===== src/rtl/raw_capture_pkg.sv =====
// Shared types and defaults for the raw sensor capture front end and the debayer stage.
package raw_capture_pkg;

  typedef enum logic [1:0] {
    StIdle    = 2'd0,
    StWaitSof = 2'd1,
    StActive  = 2'd2
  } cap_state_e;

  typedef logic [15:0] coord_t;

  localparam int unsigned HActiveDefault = 1920;
  localparam int unsigned VActiveDefault = 1080;

  function automatic coord_t coord_inc(input coord_t c);
    return c + coord_t'(1);
  endfunction

endpackage


===== src/rtl/raw_capture_edge.sv =====
// Rising/falling edge detector for the registered FVAL/LVAL strobes.
module raw_capture_edge (
  input  logic clk_i,
  input  logic rst_i,
  input  logic sig_i,
  output logic rise_o,
  output logic fall_o
);

  logic prev_q, prev_d;

  always_comb begin
    prev_d = sig_i;
  end

  always_ff @(posedge clk_i) begin
    if (rst_i) begin
      prev_q <= 1'b0;
    end else begin
      prev_q <= prev_d;
    end
  end

  always_comb begin
    rise_o = sig_i & ~prev_q;
    fall_o = ~sig_i & prev_q;
  end

endmodule


===== src/rtl/raw_capture.sv =====
// Raw sensor capture: arm/disarm FSM, pixel/line counters, cropping, 2-cycle latency.
// Optional line/frame size checker enabled by defining RAW_CAPTURE_ERR_EN.
module raw_capture
  import raw_capture_pkg::*;
#(
  parameter int unsigned DATA_W   = 12,
  parameter int unsigned H_ACTIVE = HActiveDefault,
  parameter int unsigned V_ACTIVE = VActiveDefault
) (
  input  logic              iCLK,
  input  logic              iRST,
  input  logic [DATA_W-1:0] iDATA,
  input  logic              iFVAL,
  input  logic              iLVAL,
  input  logic              iSTART,
  input  logic              iEND,
  output logic [DATA_W-1:0] oDATA,
  output logic              oDVAL,
  output logic [15:0]       oX_Cont,
  output logic [15:0]       oY_Cont,
  output logic [31:0]       oFrame_Cont,
  output logic              oSOF
`ifdef RAW_CAPTURE_ERR_EN
  ,
  output logic              oLine_Err
`endif
);

  localparam coord_t HLim = coord_t'(H_ACTIVE);
  localparam coord_t VLim = coord_t'(V_ACTIVE);

  // Input stage
  logic [DATA_W-1:0] data_s1_q, data_s1_d;
  logic              fval_s1_q, fval_s1_d;
  logic              lval_s1_q, lval_s1_d;

  logic fval_rise, fval_fall;
  logic lval_rise, lval_fall;

  // Control and counters
  cap_state_e  state_q, state_d;
  logic        disarm_q, disarm_d;
  coord_t      x_q, x_d;
  coord_t      y_q, y_d;
  logic [31:0] frame_q, frame_d;

  // Output stage
  logic [DATA_W-1:0] data_q, data_d;
  logic              dval_q, dval_d;
  coord_t            xo_q, xo_d;
  coord_t            yo_q, yo_d;
  logic              sof_q, sof_d;

  logic   capturing;
  logic   sof_entry;
  logic   accept;
  logic   line_done;
  logic   frame_done;
  coord_t cur_x;
  coord_t cur_y;

  always_comb begin
    data_s1_d = iDATA;
    fval_s1_d = iFVAL;
    lval_s1_d = iLVAL;
  end

  raw_capture_edge u_fval_edge (
    .clk_i  (iCLK),
    .rst_i  (iRST),
    .sig_i  (fval_s1_q),
    .rise_o (fval_rise),
    .fall_o (fval_fall)
  );

  raw_capture_edge u_lval_edge (
    .clk_i  (iCLK),
    .rst_i  (iRST),
    .sig_i  (lval_s1_q),
    .rise_o (lval_rise),
    .fall_o (lval_fall)
  );

  always_comb begin
    state_d    = state_q;
    disarm_d   = disarm_q;
    frame_d    = frame_q;
    capturing  = 1'b0;
    sof_entry  = 1'b0;
    frame_done = 1'b0;

    // iSTART wins over a simultaneous iEND
    if (iSTART) begin
      disarm_d = 1'b0;
    end else if (iEND) begin
      disarm_d = 1'b1;
    end

    unique case (state_q)
      StIdle: begin
        disarm_d = 1'b0;
        if (iSTART) begin
          state_d = StWaitSof;
        end
      end
      StWaitSof: begin
        if (iEND && !iSTART) begin
          state_d  = StIdle;
          disarm_d = 1'b0;
        end else if (fval_rise) begin
          state_d   = StActive;
          sof_entry = 1'b1;
          capturing = 1'b1;
        end
      end
      StActive: begin
        capturing = 1'b1;
        if (fval_fall) begin
          frame_done = 1'b1;
          if (disarm_d) begin
            state_d  = StIdle;
            disarm_d = 1'b0;
          end else begin
            state_d = StWaitSof;
          end
        end
      end
      default: begin
        state_d  = StIdle;
        disarm_d = 1'b0;
      end
    endcase

    if (frame_done) begin
      frame_d = frame_q + 32'd1;
    end
  end

  // Coordinates of the pixel sitting in the input stage this cycle
  always_comb begin
    cur_x = (sof_entry || (capturing && lval_rise)) ? '0 : x_q;
    cur_y = sof_entry ? '0 : y_q;

    accept    = capturing & fval_s1_q & lval_s1_q;
    line_done = capturing & lval_fall & (cur_x != '0);

    x_d = cur_x;
    y_d = cur_y;
    if (accept) begin
      x_d = coord_inc(cur_x);
    end else if (capturing && lval_fall) begin
      x_d = '0;
    end
    if (line_done) begin
      y_d = coord_inc(cur_y);
    end

    data_d = data_s1_q;
    dval_d = accept && (cur_x < HLim) && (cur_y < VLim);
    sof_d  = dval_d && (cur_x == '0) && (cur_y == '0);
    xo_d   = cur_x;
    yo_d   = cur_y;
  end

  always_ff @(posedge iCLK) begin
    if (iRST) begin
      data_s1_q <= '0;
      fval_s1_q <= 1'b0;
      lval_s1_q <= 1'b0;
      state_q   <= StIdle;
      disarm_q  <= 1'b0;
      x_q       <= '0;
      y_q       <= '0;
      frame_q   <= '0;
      data_q    <= '0;
      dval_q    <= 1'b0;
      xo_q      <= '0;
      yo_q      <= '0;
      sof_q     <= 1'b0;
    end else begin
      data_s1_q <= data_s1_d;
      fval_s1_q <= fval_s1_d;
      lval_s1_q <= lval_s1_d;
      state_q   <= state_d;
      disarm_q  <= disarm_d;
      x_q       <= x_d;
      y_q       <= y_d;
      frame_q   <= frame_d;
      data_q    <= data_d;
      dval_q    <= dval_d;
      xo_q      <= xo_d;
      yo_q      <= yo_d;
      sof_q     <= sof_d;
    end
  end

`ifdef RAW_CAPTURE_ERR_EN
  logic   err_q, err_d;
  coord_t lines_total;

  always_comb begin
    lines_total = line_done ? coord_inc(cur_y) : cur_y;
    err_d       = err_q;
    if (iSTART) begin
      err_d = 1'b0;
    end else begin
      if (line_done && (cur_x != HLim)) begin
        err_d = 1'b1;
      end
      if (frame_done && (lines_total != VLim)) begin
        err_d = 1'b1;
      end
    end
  end

  always_ff @(posedge iCLK) begin
    if (iRST) begin
      err_q <= 1'b0;
    end else begin
      err_q <= err_d;
    end
  end

  assign oLine_Err = err_q;
`endif

  assign oDATA       = data_q;
  assign oDVAL       = dval_q;
  assign oX_Cont     = xo_q;
  assign oY_Cont     = yo_q;
  assign oFrame_Cont = frame_q;
  assign oSOF        = sof_q;

endmodule


===== config.mk =====
export PLATFORM = sky130hd
export DESIGN_NAME = raw_capture
export DESIGN_NICKNAME = d
export VERILOG_FILES = /design/src/rtl/raw_capture_pkg.sv /design/src/rtl/raw_capture_edge.sv /design/src/rtl/raw_capture.sv
export SDC_FILE = /design/constraint.sdc
export NUM_CORES = 1
export LEC_CHECK = 0
export BUFFER_PORTS_ARGS = -buffer_cell sky130_fd_sc_hd__buf_2
export CAP_MARGIN = 10
export CORE_MARGIN = 1.5
export CORE_UTILIZATION = 50
export DETAILED_ROUTE_END_ITERATION = 8
export GPL_ROUTABILITY_DRIVEN = 0
export PLACE_DENSITY = 0.76
export SLEW_MARGIN = 0
export SYNTH_ARGS = -nofsm -noshare
export SYNTH_HDL_FRONTEND = slang
export SYNTH_SLANG_ARGS = --single-unit

===== constraint.sdc =====
create_clock -name iCLK -period 2.7 [get_ports iCLK]
set_clock_uncertainty 0.15 [all_clocks]
set_input_delay 0.675 -clock iCLK [delete_from_list [all_inputs] [get_ports iCLK]]
set_output_delay 0.675 -clock iCLK [all_outputs]
set_load 0.02 [all_outputs]

# [Word-level counts from Yosys, hierarchy flattened]
# Cells that the tools add are included.
[op_classes] n_addsub=3 mul=0 div_mod_pow=0 n_lt_le_gt_ge=2 n_eq_ne=5 shifts=0 mux=22 bitwise=12 n_reduce_logical=14
[op_table] operator="16-bit 2-to-1 mux" n=5
[op_table] operator="16-bit by 1-bit adder with 16-bit output, second input constant" n=2
[op_table] operator="32-bit by 1-bit adder with 32-bit output, second input constant" n=1
[op_table] operator="16-bit zero test" n=2
[op_table] operator="16-bit by 11-bit < comparator with 1-bit output, second input constant" n=2
[op_table] operator="16-bit nonzero test" n=1
[op_table] operator="1-bit 2-to-1 mux" n=10
[op_table] operator="1-bit bitwise AND" n=8
[op_table] operator="2-bit 2-to-1 mux" n=4
[op_table] operator="1-bit logical AND" n=7
[op_table] operator="2-bit case mux with 3 select lines" n=1
[op_table] operator="2-bit inequality test, second input constant" n=2
[op_table] operator="1-bit inverter" n=4
[op_table] operator="1-bit case mux with 2 select lines" n=2
[op_table] operator="3-bit inequality test, second input constant" n=1
[op_table] operator="3-bit AND reduction" n=1
[op_table] operator="2-bit by 1-bit == test with 1-bit output, second input constant" n=1
[op_table] operator="2-bit == test, second input constant" n=1
[op_table] operator="2-bit zero test" n=1
[op_table] operator="1-bit zero test" n=1
[op_table] operator="1-bit logical OR" n=1
[word_totals] register_bits=129 latchBits=0 mem_bits_rw=0 romBits=0 inputBits=18 output_inout_bits=78 word_cells=73 mem_count=0

# [Depth between registers and ports, before layout]
# Gate-level depths: netlist of run 1.
[logic_depth] depth_word=13 mapped_depth=12 depth_no_buf=11

# [Modules after synthesis]
# Synthesis of run 1 repeated with hierarchy kept, for this count alone.
[unflattened] cells_unflattened=566 area_unflattened_um2=5300.1
[modules_own_cells] module="raw_capture" n_inst=1 cells_each=558 area_per_inst_um2=5222.5 seq_area_each_um2=2542.4
[modules_own_cells] module="raw_capture_edge" n_inst=2 cells_each=4 area_per_inst_um2=38.8 seq_area_each_um2=20.0

# [Least setup slack after synthesis of run 1]
# Ideal clock, no wire load.
[synth_timing] path_type="input-to-reg" from="in iSTART" to="reg y_q[13]" setup_time_ns=0.121 arrival_ns=2.447 required_ns=2.429 slack_ns=-0.018 stages=8 n_path_buf=1 path_cell_list="and2b_1 o31a_2 and2_1 inv_1 ha_1 buf_2 a2111oi_0 mux2_2"
[synth_between] elab_chain_cells=10 word_cells_on_any_way=14 classes_between="add/sub: 1; mux: 6; bitwise: 2; reduce/logical: 5"
[synth_rtl] element="start: declaration" line="raw_capture.sv:15" rtl="input logic iSTART,"
[synth_rtl] element="1-bit zero test *" line="raw_capture.sv:107" rtl="if (iEND && !iSTART) begin"
[synth_rtl] element="1-bit logical AND *" line="raw_capture.sv:107"
[synth_rtl] element="1-bit 2-to-1 mux *" line="raw_capture.sv:107"
[synth_rtl] element="1-bit case mux with 2 select lines" line="raw_capture.sv:99" rtl="unique case (state_q)"
[synth_rtl] element="1-bit logical AND" line="raw_capture.sv:141" rtl="cur_x = (sof_entry || (capturing && lval_rise)) ? '0 : x_q;"
[synth_rtl] element="1-bit logical OR *" line="raw_capture.sv:141"
[synth_rtl] element="16-bit 2-to-1 mux *" line="raw_capture.sv:141"
[synth_rtl] element="via cur_x[1]" line="raw_capture.sv:59" rtl="coord_t cur_x;"
[synth_rtl] element="16-bit nonzero test *" line="raw_capture.sv:145" rtl="line_done = capturing & lval_fall & (cur_x != '0);"
[synth_rtl] element="1-bit bitwise AND *" line="raw_capture.sv:145"
[synth_rtl] element="16-bit 2-to-1 mux *" line="raw_capture.sv:154" rtl="if (line_done) begin"
[synth_rtl] element="end signal: assignment" line="raw_capture.sv:187" rtl="y_q <= y_d;"
[synth_rtl] element="end: declaration" line="raw_capture.sv:44" rtl="coord_t y_q, y_d;"
# The timed path passes the listed nets; every way through them passes the cells marked *.
# A chain may end at the register's enable or synchronous reset.

# [Final worst setup path of run 1]
[layout_timing] from="reg state_q[0]" to="reg y_q[6]"
[layout_between] elab_chain_cells=8 word_cells_on_any_way=13 classes_between="add/sub: 1; eq/ne: 2; mux: 5; bitwise: 2; reduce/logical: 3"
[layout_rtl] element="start: declaration" line="raw_capture.sv:41" rtl="cap_state_e state_q, state_d;"
[layout_rtl] element="start signal: assignment" line="raw_capture.sv:170" rtl="state_q <= StIdle;"
[layout_rtl] element="start signal: assignment" line="raw_capture.sv:184" rtl="state_q <= state_d;"
[layout_rtl] element="2-bit == test / 2-bit by 1-bit == test with 1-bit output (equally long branches)" line="raw_capture.sv:99"
[layout_rtl] element="1-bit case mux with 2 select lines" line="raw_capture.sv:99"
[layout_rtl] element="1-bit logical AND" line="raw_capture.sv:141"
[layout_rtl] element="1-bit logical OR *" line="raw_capture.sv:141"
[layout_rtl] element="16-bit 2-to-1 mux *" line="raw_capture.sv:141"
[layout_rtl] element="via cur_x[1]" line="raw_capture.sv:59"
[layout_rtl] element="16-bit nonzero test *" line="raw_capture.sv:145"
[layout_rtl] element="1-bit bitwise AND *" line="raw_capture.sv:145"
[layout_rtl] element="16-bit 2-to-1 mux *" line="raw_capture.sv:154"
# Marks and branches as above.

==> results of run 1 <==
synthesized netlist by cell type (all sizes together) (3+ instances only):
cell and n:
and2 24, o311ai 3, clkbuf 18, a2111oi 6, nand2 52, buf 7, nor3 11, a21oi 25
and4 6, dfxtp 129, nand3 23, nor4 8, mux2 8, mux2i 15, ha 9, a211oi 3
nor2 46, or3 4, nor2b 31, xnor2 5, xor2 23, or2 5, nand2b 10, and3 9
nand4 27, o21ai 8, inv 20, or4 4, a21o 4
registers in the layout, summed over array words and instances (netlist names):
name / flops
y_q: 16
oSOF: 1
u_lval_edge.prev_q: 1
u_fval_edge.prev_q: 1
state_q: 2
oDVAL: 1
data_d: 12
oDATA: 12
disarm_q: 1
fval_s1_q: 1
oFrame_Cont: 32
lval_s1_q: 1
x_q: 16
oX_Cont: 16
oY_Cont: 16
stage by stage:
stage	setup slack, ns	setup TNS, ns
2_1_floorplan	-0.01792	-0.03583
3_5_place_dp	-0.1611	-0.7855
3_3_place_gp	-0.1026	-0.2798
6_report	0.03806	0
4_1_cts	0.001724	0
5_1_grt	-0.06251	-0.09120
report_power, final:
part	total (mW)	internal, mW	leakage [nW]	switching [mW]
registers	1.94	1.93	1.05	0.0103
clock network	2.31	1.46	0.287	0.852
logic	0.244	0.101	1.69	0.143
timing repair:
action                                  4_1_cts  5_1_grt
endpoints found under the setup margin        0        5
hold buffers                                  0        0
gates resized for setup                       0       14
kinds of logic (layout without fill, tap and decap cells):
logic type	Yosys count	after routing	synth area share (%)
AO/OA/AOI/OAI	69	69	9.350
flip-flops	129	129	48.12
XOR/XNOR	28	28	4.570
multiplexers	23	23	4.756
buffers and inverters	45	187	3.381
adder cells (fa/ha/maj)	9	9	2.098
AND/OR/NAND/NOR	271	271	27.72
area by class of cell:
class | instances | area (sq um)
Sequential cell | 129 | 2582
Inverter | 20 | 75.07
Multi-Input combinational cell | 400 | 2660
Tap cell | 136 | 170.2
Clock buffer | 20 | 445.4
Fill cell | 845 | 3491
Clock inverter | 12 | 157.7
Timing Repair Buffer | 135 | 788.3
how the worst max path moves through the flow:
stage | start | end | cells past startpoint
floorplan | iSTART | y_q[13] | 8
global placement | iSTART | y_q[14] | 12
detailed placement | iSTART | y_q[6] | 10
CTS | state_q[0] | y_q[14] | 12
global route | state_q[0] | y_q[14] | 12
finish | state_q[0] | y_q[6] | 11
worst max-delay path, stage by stage, from the launching register on:
cell,delay (ns)
dfxtp_1,0.32
inv_1,0.06
ha_1,0.32
nand4b_1,0.18
o31a_2,0.18
and2_1,0.15
inv_1,0.06
ha_2,0.25
buf_4,0.18
a2111oi_1,0.40
buf_4,0.19
mux2i_1,0.16
metal layers:
layer	track usage, %	share of wire [%]	wire, um	vias to the layer above
met5	0	0	0	-
met1	26.50	44	5410	2166
met2	34.94	48	5840	155
li1	-	-	-	2268
met3	6.626	6.4	781	27
met4	10.57	2.1	259	0
==> impl_metrics.py, run 1 <==
metrics = {
    "status": {
        "status": "finished clean",
    },
    "die": {
        "start_util_pct": 51.75,
        "die_x_um": 106.6,
        "die_y_um": 106.6,
        "core-area_sq_um": 10370,
        "io_pins": 96,
        "core.rowCount": 37,
        "dieArea_sq_um": 11360,
    },
    "clock_tree": {
        "cts-root-buf": "clkbuf_8",
        "clkTransAtPathRegs_ns": 0.06,
        "insertion_delay_ns": 0.53,
        "cts_sinks": 129,
        "clockBufferDepth": 2,
        "cts-buffers-inserted": 17,
        "cts_setup_buffers": 0,
        "htreeDepth": 4,
        "cts_tree": "built",
    },
    "logic_synthesis": {
        "synth_edf_count": 0,
        "synth_ff_type": "dfxtp_1",
        "synth_cells": 574,
        "synth_top_cell_by_area": "dfxtp_1",
        "syn-cell-area_sq_um": 5366,
        "ys_warn_count": 0,
        "syn_avg_cell_area_sq_um": 9.349,
        "yosysTopAreaCellShare_pct": 48.12,
        "ys_ff_latch": 129,
        "async_flop_share_pct": 0,
        "seq_area_frac_synth_pct": 48.12,
        "yosys-top-cells-area": "dfxtp_1, xor2_1, nand2_1",
        "synth_nets": 601,
        "synth_cell_type_count": 64,
    },
    "timing": {
        "maxSlewViolCount": 0,
        "relSlewSlack_pct": 42.85,
        "worst_slew_pin_slew_ns": 0.8544,
        "holdWs_ns": 0.2079,
        "max_freq_mhz": 375.7,
        "post-route-period-util_pct": 98.59,
        "finalHoldViolations": 0,
        "post-route-min-period_ns": 2.662,
        "grt_setup_unrepaired": "true",
        "setup_violations": 0,
    },
    "routing": {
        "routed_via_density": 5.418,
        "drt_iter0_drc": 289,
        "postRouteAntennaNets": 0,
        "drc": 0,
        "wl_per_cell_um": 14.43,
        "drtPass1Iterations": 5,
        "dr_total_vias": 4616,
        "wl_um": 12290,
    },
    "place": {
        "hpwl_um": 8190,
        "post_dp_cell_area_sq_um": 6225,
        "dp_cells": 820,
        "port_buffers": 95,
    },
    "final_layout": {
        "utilization_pct": 66.34,
        "nets": 730,
        "final_area_sq_um": 6879,
        "area_delta_synth_final_pct": 28.19,
        "stdcell_count": 852,
        "final_cell_mix": "dfxtp_1, buf_2, nand2_1, nor2_1, buf_4",
        "layout_commonest_cell": "dfxtp_1",
        "num_antenna_cells": 0,
        "drive_gt1_share_pct": 28.35,
    },
    "worst_hold_path": {
        "holdPathStages": 2,
        "hold_start": "iDATA[3]",
        "holdPathEnd": "data_d[3]",
        "hold_class": "in -> reg",
    },
    "global_route": {
        "overflow": 0,
        "track_usage_pct": 21.74,
        "grt_max_degree": 92,
        "grt_pass1_wl_um": 19670,
        "antenna_found_initial": 0,
        "first_global_vias": 4297,
    },
    "power": {
        "p_leak_nw": 3.027,
        "total_power_mw": 4.494,
        "powerDensity_nw_per_um2": 653.2,
        "irDropWorstVdd_mv": 0.4104,
    },
    "setup_path": {
        "critPathRequiredTime_ns": 3.01,
        "r2r_setup_slack_ns": 0.04,
        "critical_path_peak_fanout": 9,
        "crit_type": "reg -> reg",
        "crit_path_end_kind": "flip-flop",
        "r2r-end": "y_q[6]",
        "reg2regPathDepth": 11,
        "worstReg2RegStart": "state_q[0]",
        "start_kind": "flip-flop",
        "critPathArrivalTime_ns": 2.97,
    },
    "job": {
        "drv_cap": 0,
    },
}
No activity file was read; power rests on OpenSTA's default activity.
==> inputs of run 2 (changes only) <==
--- a/config.mk
+++ b/config.mk
@@ -8,10 +8,11 @@
 export BUFFER_PORTS_ARGS = -buffer_cell sky130_fd_sc_hd__buf_2
 export CAP_MARGIN = 10
 export CORE_MARGIN = 1.5
-export CORE_UTILIZATION = 50
+export CORE_UTILIZATION = 55
 export DETAILED_ROUTE_END_ITERATION = 8
 export GPL_ROUTABILITY_DRIVEN = 0
-export PLACE_DENSITY = 0.76
+export PLACE_DENSITY = 0.79
+export SETUP_SLACK_MARGIN = 0.2
 export SLEW_MARGIN = 0
 export SYNTH_ARGS = -nofsm -noshare
 export SYNTH_HDL_FRONTEND = slang
==> constraint.sdc (replaced) <==
create_clock -name iCLK -period 2.9 [get_ports iCLK]
set_clock_uncertainty 0.15 [all_clocks]
set_input_delay 0.725 -clock iCLK [delete_from_list [all_inputs] [get_ports iCLK]]
set_output_delay 0.725 -clock iCLK [all_outputs]
set_load 0.02 [all_outputs]
==> run 2 against run 1 <==
  * Register-to-register slack better by 0.24 ns
  * Critical path type unchanged
  * Sequential power down 7%
  * Utilization rose by 7.0 points
  * Critical path depth is 1 lower
  * Clock power fell by 4%
  * Cell count shrank 1.6%
  * Cell area is 0.58% lower
  * Via count is 1.6% higher
  * Highest routed layer unchanged
  * Largest cell class unchanged
==> impl_metrics.py, run 2 (synthesis gave the netlist of run 1 again) <==
metrics = {
    "global_route": {
        "track_usage_pct": 24.32,
        "first_global_vias": 4329,
        "grt_pass1_wl_um": 19840,
        "antenna_found_initial": 0,
        "overflow": 0,
        "grt_max_degree": 52,
    },
    "final_layout": {
        "area_delta_synth_final_pct": 27.44,
        "largest_reg_flops": 32,
        "seq_area_sq_um": 2585,
        "nets": 723,
        "num_antenna_cells": 0,
        "fill_cells": 664,
        "multi_input_area_sq_um": 2681,
        "final_cell_mix": "dfxtp_1, buf_2, nand2_1, nor2_1, buf_4",
        "final_area_sq_um": 6839,
        "layout_commonest_cell": "dfxtp_1",
        "drive_gt1_share_pct": 27.93,
        "stdcell_count": 838,
    },
    "routing": {
        "dr_total_vias": 4690,
        "wl_um": 12540,
        "routed_via_density": 5.597,
        "drc": 0,
        "wl_per_cell_um": 14.97,
        "drt_iter0_drc": 335,
        "postRouteAntennaNets": 0,
        "drtPass1Iterations": 5,
    },
    "setup_path": {
        "critPathRequiredTime_ns": 3.16,
        "crit_path_end_kind": "flip-flop",
        "start_kind": "flip-flop",
        "crit_type": "reg -> reg",
        "critical_path_peak_fanout": 12,
        "critPathArrivalTime_ns": 2.89,
    },
    "clock_tree": {
        "cts-buffers-inserted": 17,
        "clkTransAtPathRegs_ns": 0.06,
        "htreeDepth": 4,
        "clockBufferDepth": 2,
        "cts_tree": "built",
        "cts_sinks": 129,
        "insertion_delay_ns": 0.53,
        "ctsHoldBuffers": 0,
        "cts-root-buf": "clkbuf_8",
    },
    "power": {
        "total_power_mw": 4.235,
        "irDropWorstVdd_mv": 0.3801,
        "powerDensity_nw_per_um2": 619.3,
        "p_leak_nw": 2.996,
    },
    "die": {
        "io_pins": 96,
        "die_y_um": 101.8,
        "start_util_pct": 57.53,
        "core-area_sq_um": 9328,
        "core.rowCount": 35,
        "die_x_um": 101.8,
        "dieArea_sq_um": 10360,
    },
    "job": {
        "drv_cap": 0,
    },
    "timing": {
        "holdWs_ns": 0.2531,
        "relSlewSlack_pct": 59.44,
        "maxSlewViolCount": 0,
        "max_freq_mhz": 380.7,
        "worst_slew_pin_slew_ns": 0.6028,
        "post-route-min-period_ns": 2.627,
        "grt_setup_unrepaired": "true",
        "post-route-period-util_pct": 90.57,
        "finalHoldViolations": 0,
        "setup_violations": 0,
        "fin_ws_ns": 0.2735,
    },
    "status": {
        "status": "finished clean",
    },
    "place": {
        "place_ws_ns": -0.04904,
        "port_buffers": 95,
        "dp_cells": 799,
        "hpwl_um": 8047,
        "post_dp_cell_area_sq_um": 6102,
    },
    "worst_hold_path": {
        "hold_class": "in -> reg",
    },
}
run 2: cell types whose count changed in the layout (fill, tap and decap cells not counted), moves of 2 or more:
cell,delta
buf_4,-7
dfxtp_2,+2
dfxtp_1,-2
a2111oi_2,+2
a2111oi_0,-2
clkbuf_8,-2
inv_6,+2
run 2: worst max-delay path: stages (launching register included):
cell,delay [ns]
dfxtp_2,0.34
inv_1,0.08
ha_1,0.22
inv_1,0.16
o31a_2,0.40
and2_1,0.19
inv_1,0.06
ha_2,0.35
buf_4,0.20
a21oi_2,0.06
mux2_4,0.31
run 2: path summary, 6_finish.rpt:
path              slack, ns        from         end  depth (start not counted)
setup / recovery       0.27  state_q[1]      y_q[1]                         10
hold / removal         0.25   iDATA[10]  data_d[10]                          2
setup reg to reg       0.27  state_q[1]      y_q[1]                         10
hold reg to reg        0.28   data_d[4]    oDATA[4]                          1
run 2: area by class of cell:
class                   instances  share of cell area, %
clock buffers                  17                  6.056
clock inverters                15                  3.019
inverters                      20                  1.098
multi-input cells             401                  39.21
flip-flops and latches        129                  37.80
well taps                     129                  2.360
repair buffers                127                  10.46
run 2: report_power, final:
| group | switching (mW) | leakage, nW | internal [mW] |
|---|---|---|---|
| registers | 0.0136 | 1.05 | 1.80 |
| logic | 0.126 | 1.65 | 0.0817 |
| clock network | 0.813 | 0.299 | 1.40 |
| total | 0.952 | 3.00 | 3.28 |
run 2: routing by layer:
metal  track usage, %  up-vias  part of all wire [%]
met5                0        -                     0
met4            11.00        0                   2.5
met3            6.694       35                   6.7
met2            40.77      195                    49
met1            29.03     2209                    42
li1                 -     2251                     -
run 2: repair_timing:
action,in CTS,in global routing
hold endpoints to repair,0,0
gates resized for setup,5,10
setup endpoints to repair,6,21
gates cloned,0,1
pin swaps,0,1
buffers inserted,0,6
run 2: metrics by stage:
step,utilization [%],setup TNS [ns]
after floorplan,-,0
after global placement,65.42,0
after detailed placement,65.42,-0.1075
after CTS,72.19,0
after global routing,73.32,0
final,73.32,0
